==> config.mk <==
export PLATFORM = sky130hd
export DESIGN_NAME = fcs_rx_axis
export DESIGN_NICKNAME = d
export VERILOG_FILES = /design/src/rtl/fcs_rx_axis.sv
export SDC_FILE = /design/constraint.sdc
export NUM_CORES = 1
export LEC_CHECK = 0
export CAP_MARGIN = 20
export CORE_MARGIN = 8
export CORE_UTILIZATION = 35
export CTS_CLUSTER_SIZE = 40
export DETAILED_ROUTE_END_ITERATION = 7
export PLACE_DENSITY = 0.6
export SLEW_MARGIN = 20
export SYNTH_ARGS = -nofsm -noshare
export SYNTH_HDL_FRONTEND = slang
export SYNTH_SLANG_ARGS = --single-unit
==> constraint.sdc <==
create_clock -name aclk -period 2.42 [get_ports aclk]
set_input_delay 0.363 -clock aclk [delete_from_list [all_inputs] [get_ports aclk]]
set_output_delay 0.363 -clock aclk [all_outputs]
set_load 0.01 [all_outputs]
==> src/rtl/fcs_rx_axis.sv <==
// ---------------------------------------------------------------------------
// fcs_rx_axis
//
// Ethernet receive FCS checker for a byte-lane AXI-Stream sink. It watches the
// de-preambled frame stream alongside the RX frame buffer and never applies
// back-pressure: every beat with s_tvalid high is consumed.
//
// CRC-32 (reflected polynomial 0xEDB88320, init all-ones, LSB first) runs over
// every byte of the frame including the trailing FCS. A good frame leaves the
// fixed residue 0xDEBB20E3 in the CRC register, so the FCS never has to be
// extracted or inverted.
//
// Per frame the block also counts bytes (saturating), checks the length
// against [MIN_LEN, MAX_LEN] and flags a PHY error reported on the tlast beat.
// All results appear as registered pulses one cycle after the tlast beat.
//
// Optional build macro: FCS_RX_STATS_EN
//   defined   : good/bad frame statistics counters with synchronous clear.
//   undefined : stat_clr is ignored and good_cnt/bad_cnt are tied to zero.
//
// Parameters
//   BYTES    datapath width in bytes (1, 2, 4 or 8)
//   MIN_LEN  minimum legal frame length in bytes, FCS included
//   MAX_LEN  maximum legal frame length in bytes, FCS included
//   LEN_W    width of the frame byte counter
//   CNT_W    width of the statistics counters
//
// Ports
//   aclk, aresetn  clock and synchronous active-low reset
//   s_tdata        frame bytes, lane 0 is the earliest byte
//   s_tkeep        byte enables, contiguous from lane 0
//   s_tvalid       beat valid
//   s_tlast        last beat of frame
//   s_tuser        PHY error, only looked at on the tlast beat
//   crc_valid      pulse: frame good
//   crc_error      pulse: CRC residue mismatch
//   len_error      pulse: length outside the legal window (or under 4 bytes)
//   phy_error      pulse: s_tuser was set on the tlast beat
//   frame_len      byte count of the last completed frame, held until the next
//   stat_clr       statistics clear
//   good_cnt       good-frame count
//   bad_cnt        bad-frame count
// ---------------------------------------------------------------------------
module fcs_rx_axis #(
  parameter int BYTES   = 1,
  parameter int MIN_LEN = 64,
  parameter int MAX_LEN = 1518,
  parameter int LEN_W   = 16,
  parameter int CNT_W   = 32
) (
  input  logic               aclk,
  input  logic               aresetn,
  input  logic [8*BYTES-1:0] s_tdata,
  input  logic [BYTES-1:0]   s_tkeep,
  input  logic               s_tvalid,
  input  logic               s_tlast,
  input  logic               s_tuser,
  output logic               crc_valid,
  output logic               crc_error,
  output logic               len_error,
  output logic               phy_error,
  output logic [LEN_W-1:0]   frame_len,
  input  logic               stat_clr,
  output logic [CNT_W-1:0]   good_cnt,
  output logic [CNT_W-1:0]   bad_cnt
);

  localparam logic [31:0]      CRC_POLY    = 32'hEDB8_8320;
  localparam logic [31:0]      CRC_INIT    = 32'hFFFF_FFFF;
  localparam logic [31:0]      CRC_RESIDUE = 32'hDEBB_20E3;
  localparam logic [LEN_W-1:0] LEN_SAT     = '1;
  localparam logic [31:0]      MIN_LEN_U   = MIN_LEN;
  localparam logic [31:0]      MAX_LEN_U   = MAX_LEN;

  typedef enum logic [0:0] {
    IDLE  = 1'b0,
    FRAME = 1'b1
  } state_t;

  state_t           state_q, state_d;
  logic [31:0]      crc_q, crc_d;
  logic [LEN_W-1:0] len_q, len_d;
  logic             crcValid_q, crcValid_d;
  logic             crcError_q, crcError_d;
  logic             lenError_q, lenError_d;
  logic             phyError_q, phyError_d;
  logic [LEN_W-1:0] frameLen_q, frameLen_d;

  // One byte of the reflected CRC-32, LSB of the data byte first.
  function automatic logic [31:0] crcByte(input logic [31:0] crcIn,
                                          input logic [7:0]  data);
    logic [31:0] c;
    c = crcIn;
    for (int b = 0; b < 8; b++) begin
      if (c[0] ^ data[b]) begin
        c = (c >> 1) ^ CRC_POLY;
      end else begin
        c = c >> 1;
      end
    end
    return c;
  endfunction

  // Fold every enabled lane of the current beat into the CRC in lane order and
  // count the enabled lanes. Disabled lanes are skipped rather than assumed to
  // be trailing, so a short non-last beat is still handled byte-wise.
  logic [31:0] crcBeat;
  logic [3:0]  keepCount;

  always_comb begin
    crcBeat   = crc_q;
    keepCount = '0;
    for (int l = 0; l < BYTES; l++) begin
      if (s_tkeep[l]) begin
        crcBeat   = crcByte(crcBeat, s_tdata[8*l +: 8]);
        keepCount = keepCount + 4'd1;
      end
    end
  end

  // Byte count including this beat; one extra bit catches the carry so the
  // counter can stick at all-ones instead of wrapping on jumbo garbage.
  logic [LEN_W:0]   lenSum;
  logic [LEN_W-1:0] lenBeat;
  logic [31:0]      lenExt;
  logic             lenOk;
  logic             residueOk;

  assign lenSum    = {1'b0, len_q} + (LEN_W+1)'(keepCount);
  assign lenBeat   = lenSum[LEN_W] ? LEN_SAT : lenSum[LEN_W-1:0];
  assign lenExt    = 32'(lenBeat);
  // Anything under 4 bytes cannot even hold an FCS, whatever MIN_LEN says.
  assign lenOk     = (lenExt >= MIN_LEN_U) && (lenExt <= MAX_LEN_U) &&
                     (lenExt >= 32'd4);
  assign residueOk = (crcBeat == CRC_RESIDUE);

  // State, CRC and length registers plus the registered result pulses.
  always_ff @(posedge aclk) begin
    if (!aresetn) begin
      state_q    <= IDLE;
      crc_q      <= CRC_INIT;
      len_q      <= '0;
      crcValid_q <= 1'b0;
      crcError_q <= 1'b0;
      lenError_q <= 1'b0;
      phyError_q <= 1'b0;
      frameLen_q <= '0;
    end else begin
      state_q    <= state_d;
      crc_q      <= crc_d;
      len_q      <= len_d;
      crcValid_q <= crcValid_d;
      crcError_q <= crcError_d;
      lenError_q <= lenError_d;
      phyError_q <= phyError_d;
      frameLen_q <= frameLen_d;
    end
  end

  // Next-state logic. The accumulators are reloaded on the tlast beat itself,
  // so IDLE always starts from a clean CRC/length and a new frame can begin on
  // the very next beat. A single-beat frame never leaves IDLE.
  always_comb begin
    state_d    = state_q;
    crc_d      = crc_q;
    len_d      = len_q;
    crcValid_d = 1'b0;
    crcError_d = 1'b0;
    lenError_d = 1'b0;
    phyError_d = 1'b0;
    frameLen_d = frameLen_q;

    case (state_q)
      IDLE: begin
        if (s_tvalid && !s_tlast) begin
          state_d = FRAME;
        end
      end
      FRAME: begin
        if (s_tvalid && s_tlast) begin
          state_d = IDLE;
        end
      end
      default: begin
        state_d = IDLE;
      end
    endcase

    if (s_tvalid) begin
      if (s_tlast) begin
        crc_d      = CRC_INIT;
        len_d      = '0;
        crcValid_d = residueOk && lenOk && !s_tuser;
        crcError_d = !residueOk;
        lenError_d = !lenOk;
        phyError_d = s_tuser;
        frameLen_d = lenBeat;
      end else begin
        crc_d = crcBeat;
        len_d = lenBeat;
      end
    end
  end

  assign crc_valid = crcValid_q;
  assign crc_error = crcError_q;
  assign len_error = lenError_q;
  assign phy_error = phyError_q;
  assign frame_len = frameLen_q;

`ifdef FCS_RX_STATS_EN
  logic [CNT_W-1:0] goodCnt_q, goodCnt_d;
  logic [CNT_W-1:0] badCnt_q, badCnt_d;
  logic             anyError;

  // Counters follow the result pulses. A clear landing together with a result
  // still keeps that result: the count restarts from zero plus the increment.
  always_comb begin
    anyError  = crcError_q | lenError_q | phyError_q;
    goodCnt_d = stat_clr ? '0 : goodCnt_q;
    badCnt_d  = stat_clr ? '0 : badCnt_q;
    if (crcValid_q && (goodCnt_d != '1)) begin
      goodCnt_d = goodCnt_d + CNT_W'(1);
    end
    if (anyError && (badCnt_d != '1)) begin
      badCnt_d = badCnt_d + CNT_W'(1);
    end
  end

  always_ff @(posedge aclk) begin
    if (!aresetn) begin
      goodCnt_q <= '0;
      badCnt_q  <= '0;
    end else begin
      goodCnt_q <= goodCnt_d;
      badCnt_q  <= badCnt_d;
    end
  end

  assign good_cnt = goodCnt_q;
  assign bad_cnt  = badCnt_q;
`else
  logic unused_stat_clr;

  assign unused_stat_clr = stat_clr;
  assign good_cnt        = '0;
  assign bad_cnt         = '0;
`endif

endmodule

### After elaboration in Yosys (flattened, before gate mapping)

Cells that the tools add are included.

* register bits: 68
* bits of input ports: 15
* output and inout bits: 84
* word-level logic and storage cells: 57

* $add $sub $neg: 1
* $lt $le $gt $ge: 3
* eq/ne operators: 1
* muxes and demuxes: 20
* bitwise operators: 16
* reduce and logical (&&, ||, !) cells: 9

Operators by type and width (number)
* $mux 32: 17
* $not 13->14: 8
* $eq 32x32->1 const B: 1
* $mux 16: 2
* $add 16x1->17: 1
* $ge 16x3->1 const B: 1
* $ge 16x7->1 const B: 1
* $le 16x11->1 const B: 1
* $xor 1x1->1: 8
* $logic_and 1x1->1: 4
* $logic_not 1->1: 3
* $reduce_and 3->1: 1
* $reduce_and 2->1: 1
* $mux 1: 1

### Longest topological paths before layout

* depth after elaboration: 27
* depth in mapped cells: 10
* gate-level depth less buffers: 9

### Least setup slack after synthesis

OpenSTA, ideal clock, no wires.

* path kind: flip-flop to flip-flop
* from: register crc_q[0]
* to: register crcValid_q (netlist: crc_valid)
* library setup time: 0.088 ns
* data arrival time: 2.499 ns
* required time: 2.332 ns
* path slack: -0.167 ns
* stages on the path, launching flop included: 8
* buffers on the path: 0
* period minus slack after synthesis: 2.587 ns
* cells stage by stage: dfxtp_1 -> xor2_2 -> xnor3_2 -> xor3_1 -> a21oi_2 -> nand3_1 -> or4b_4 -> nor4_2

* cells in the longest elaborated chain, start to end: 25
* elaborated cells between the ends (all ways): 28
* classes of those cells: eq/ne: 1; mux: 16; bitwise: 9; reduce/logical: 2

Ends and longest elaborated chain
* start: declaration: line 81 `logic [31:0] crc_q, crc_d;`
* start signal: assignment: line 150 `crc_q <= crc_d;`
* $xor 1x1->1: line 95 `if (c[0] ^ data[b]) begin`
* $mux 32: line 95
* $mux 32: line 114 `if (s_tkeep[l]) begin`
* $mux 32 / $not 13->14 (equally long branches)
* $mux 32, on equally long branches: line 114, 95
* $not 13->14 (no source line) / $mux 32 (equally long branches)
* $mux 32 / $not 13->14 (equally long branches)
* $mux 32, on equally long branches: line 114, 95
* (+8 left out)
* $not 13->14 (no source line) / $mux 32 (equally long branches)
* $mux 32: line 95
* $mux 32: line 114
* $not 13->14 (no source line)
* $mux 32: line 95
* $mux 32 (*): line 114
* $eq 32x32->1 (*): line 135 `assign residueOk = (crcBeat == CRC_RESIDUE);`
* $logic_and 1x1->1 (*) (2 in series): line 193 `crcValid_d = residueOk && lenOk && !s_tuser;`
* end signal: assignment: line 152 `crcValid_q <= crcValid_d;`
* end: declaration: line 83 `logic crcValid_q, crcValid_d;`

Mark *: on every way between the ends. The rest lies on a longest branch, timed or not. The select of a mux whose other input is x is not followed.
A chain may end at the register's enable or synchronous reset.

### Worst setup path in the final report

* from: input port s_tdata[0]
* to: register crcError_q (netlist: crc_error)

* cells in the longest elaborated chain, start to end: 24
* elaborated cells between the ends (all ways): 27
* classes of those cells: eq/ne: 1; mux: 16; bitwise: 9; reduce/logical: 1

Ends and longest elaborated chain
* start: declaration: line 53 `input logic [8*BYTES-1:0] s_tdata,`
* $xor 1x1->1 (*): line 95
* $mux 32 (*): line 95
* $mux 32 (*): line 114
* $mux 32 (*): line 95
* $mux 32 (*): line 114
* $not 13->14 (no source line) / $mux 32 (equally long branches)
* $mux 32 (*): line 95
* $mux 32 (*): line 114
* (+8 left out)
* $not 13->14 (no source line) / $mux 32 (equally long branches)
* $mux 32 (*): line 95
* $mux 32 (*): line 114
* $not 13->14 (no source line)
* $mux 32 (*): line 95
* $mux 32 (*): line 114
* $eq 32x32->1 (*): line 135
* $logic_not 1->1 (*): line 194 `crcError_d = !residueOk;`
* end signal: assignment: line 153 `crcError_q <= crcError_d;`
* end: declaration: line 84 `logic crcError_q, crcError_d;`

Marks and branches as above.

==> impl_metrics.py <==
metrics = {
    "critical_path": {
        "critPathMaxStageDelay_ns": 0.55,
        "r2r_setup_slack_ns": -0.12,
        "worstReg2RegEnd": "crc_error",
        "rr_worst_depth": 9,
        "crit_required_ns": 2.65,
        "crit_arrival_ns": 2.78,
        "startpoint_type": "input pin",
        "crit_top_cell": "buf_6",
        "crit_slowest_cell": "or4b_4",
        "rr_startpoint": "crc_q[0]",
        "critPathMaxFanout": 3,
        "path_cells": "dlygate4sd2_1 -> xor2_2 -> buf_6 -> buf_6 -> xnor3_2 -> xnor3_1 -> a21oi_2 -> nand4_1 -> or4b_4 -> o21a_1",
        "criticalPathCategory": "in2reg",
        "crit_path_end_kind": "flop",
    },
    "yosys": {
        "synth_edf_count": 0,
        "ys_seq_area_share_pct": 29.0,
        "synth_top_area_share_pct": 29.0,
        "async_flop_share_pct": 0,
        "post-synth-top-area-cell": "dfxtp_1",
        "synth_area_leaders": "dfxtp_1 (29%), buf_4 (10%), xnor2_1 (7.3%)",
        "yosys_warnings": 0,
        "syn-instance-count": 542,
        "synth_seq_cells": 68,
        "syn_area_per_cell_um2": 8.67,
        "netlist_area_um2": 4700,
        "ys_types": 54,
        "yosysMostFrequentCell": "dfxtp_1",
        "netlist_top_cells_count": "dfxtp_1 (68), buf_4 (64), nand2_1 (63)",
        "synthFlopType": "dfxtp_1",
    },
    "global_routing": {
        "grt_pass1_vias": 4095,
        "antenna_found_initial": 0,
        "grt.total_usage_pct": 14.9,
        "grt_max_degree": 46,
        "overflow": 0,
        "gr-usage-met1_pct": 16.9,
        "grtUsageMet3_pct": 3.89,
        "grt_busiest_layer": "met2",
        "grt_pass1_wl_um": 21300,
        "met2_usage_pct": 26.9,
    },
    "timing": {
        "finalMaxSlewViolations": 0,
        "period_needed_ns": 2.55,
        "setup_tns_ns": -0.253,
        "setup_viol": 2,
        "clock_skew_ns": 0.00458,
        "timing.fmax_mhz": 392,
        "fin_crit_sh_pct": 105,
        "fin_hold_ws_ns": 0.444,
        "fin_ws_ns": -0.133,
        "rsz0062_at_grt": "true",
        "hold_violations": 0,
    },
    "hold_path": {
        "min-delay-start": "frame_len[15]",
        "holdPathEnd": "frame_len[15]",
        "hold_path.class": "reg2reg",
        "whs_path_depth": 2,
    },
    "floorplanning": {
        "die-area_um2": 17400,
        "chipHeight_um": 132,
        "pin_count": 99,
        "die_w_um": 132,
        "core-area_um2": 13200,
        "fp-row-count": 42,
        "start_util_pct": 35.6,
    },
    "layout": {
        "register_area_um2": 1370,
        "diodes": 0,
        "area_growth_pct": 32.8,
        "final_core_util_pct": 47.3,
        "drive_gt1_share_pct": 24.8,
        "nFillCells": 1244,
        "multi_input_area_um2": 3120,
        "fin_nets": 685,
    },
    "routing": {
        "drt_iter0_markers": 211,
        "drc": 0,
        "drt_pass1_iterations": 4,
        "via_count": 3984,
        "drt-total-wl_um": 13100,
        "avgRoutedWirePerCell_um": 15.4,
        "ant_nets": 0,
        "post_drt_via_cell_ratio": 4.69,
    },
    "clock_network": {
        "h-tree-depth": 3,
        "cts.path.max_buffers": 2,
        "cts.sinks": 68,
        "clkSlewWorstSetupHoldPaths_ns": 0.06,
        "clock_tree.root_cell": "clkbuf_16",
        "cts_tree": "done",
        "hold_buffers": 0,
        "clock_latency_ns": 0.34,
        "cts_buffers": 9,
    },
    "pwr": {
        "peakVddDrop_v": 0.000355,
        "power_density_nw_per_um2": 657,
        "p_leak_nw": 2.76,
    },
    "placement": {
        "port_buffers": 33,
        "place_hpwl_um": 9820,
        "place.gp.congestion": 0.901,
    },
    "flow_run": {
        "drv_cap": 0,
    },
    "status": {
        "violations": "negative setup slack",
        "status": "finished, violations left",
    },
}
## report_power, final
group / internal, W / leakage, nW / switching, W
logic: 0.000910 / 2.08 / 0.000695
registers: 0.00117 / 0.553 / 0.0000573
clock network: 0.000728 / 0.131 / 0.000540
## flip-flops by register name, summed over array words and instances, names as in the netlist
| signal | flops |
|---|---|
| len_error | 1 |
| crc_q | 32 |
| crc_valid | 1 |
| crc_error | 1 |
| phy_error | 1 |
| frame_len | 16 |
| len_q | 16 |
## how the worst max path moves through the flow
stage          startpoint        end  slack (ns)  cells past startpoint
2_1_floorplan  s_tdata[5]  crc_error      -0.002                      7
3_3_place_gp   s_tdata[5]  crc_error       -0.65                      9
3_5_place_dp   s_tdata[5]  crc_error       -0.67                      9
4_1_cts          crc_q[0]  crc_valid       -0.12                      8
5_1_grt          crc_q[0]  crc_valid       -0.23                      9
6_report       s_tdata[0]  crc_error       -0.13                     10
## routing by layer
metal  part of all wire [%]  up-vias  routed length [µm]
met3                    4.2       17                 555
li1                       -     1994                   -
met2                     52      104                6760
met5                      0        -                   0
met4                    2.0        0                 263
met1                     42     1869                5520
## placed cells by master (no fill, tap or decap), types with 4 or more instances in the layout
cell,n
nand3_1,12
xnor3_2,4
dfxtp_1,64
dlygate4sd2_1,8
a21oi_1,15
mux2i_1,9
inv_1,7
o41ai_1,4
o22ai_1,5
and2_1,8
and3_1,8
clkdlybuf4s50_1,24
clkbuf_16,9
o211ai_1,22
xnor2_4,9
buf_4,106
nor3_1,8
xnor2_2,4
o21ai_0,30
nand4_1,5
nor2_1,42
conb_1,64
nand2_1,63
nor2b_1,7
xor3_1,7
xnor3_1,6
xor2_1,13
xnor2_1,34
## final cells by class
class                   count  area share [%]
multi-input cells         437            50.1
clock buffers              10            3.83
inverters                   7           0.421
well taps                 176            3.53
flip-flops and latches     68            22.0
clock inverters             6           0.782
repair buffers            145            19.4
## metrics by stage
stage / instances / instance area, µm² / setup WS, ns / power [W]
floorplan: 605 / 5010 / -0.00155 / 0.00223
global placement: 824 / 5770 / -0.650 / 0.00274
detailed placement: 824 / 5770 / -0.674 / 0.00275
CTS: 846 / 6190 / -0.115 / 0.00411
global route: 849 / 6240 / -0.234 / 0.00430
finish: 849 / 6240 / -0.133 / 0.00410
## cells by family (layout without fill, tap and decap cells)
| family | after synthesis | in the layout | share of synthesized area (%) |
|---|---|---|---|
| xor gates and xnor gates | 79 | 79 | 22.1 |
| AOI/OAI and AO/OA | 104 | 104 | 14.4 |
| DFF | 68 | 68 | 29.0 |
| buffers and inverters | 100 | 168 | 13.1 |
| and+or+nand+nor | 175 | 175 | 17.9 |
| other | 1 | 64 | 0.0798 |
| adders and majority gates | 2 | 2 | 0.532 |
| muxes | 13 | 13 | 2.85 |
## worst max-delay path, delay by kind of cell
| kind | cells | cell delay (ns) |
|---|---|---|
| AO/OA/AOI/OAI | 2 | 0.37 |
| XOR/XNOR | 3 | 0.87 |
| buffers and inverters | 3 | 0.55 |
| AND/OR/NAND/NOR | 2 | 0.64 |
## what timing repair did
action,in CTS,in global routing
resized for setup,26,5
hold endpoints to repair,0,0
pin swaps,10,7
buffers inserted,6,3
endpoints found under the setup margin,3,3
(Power assumes the default switching activity.)
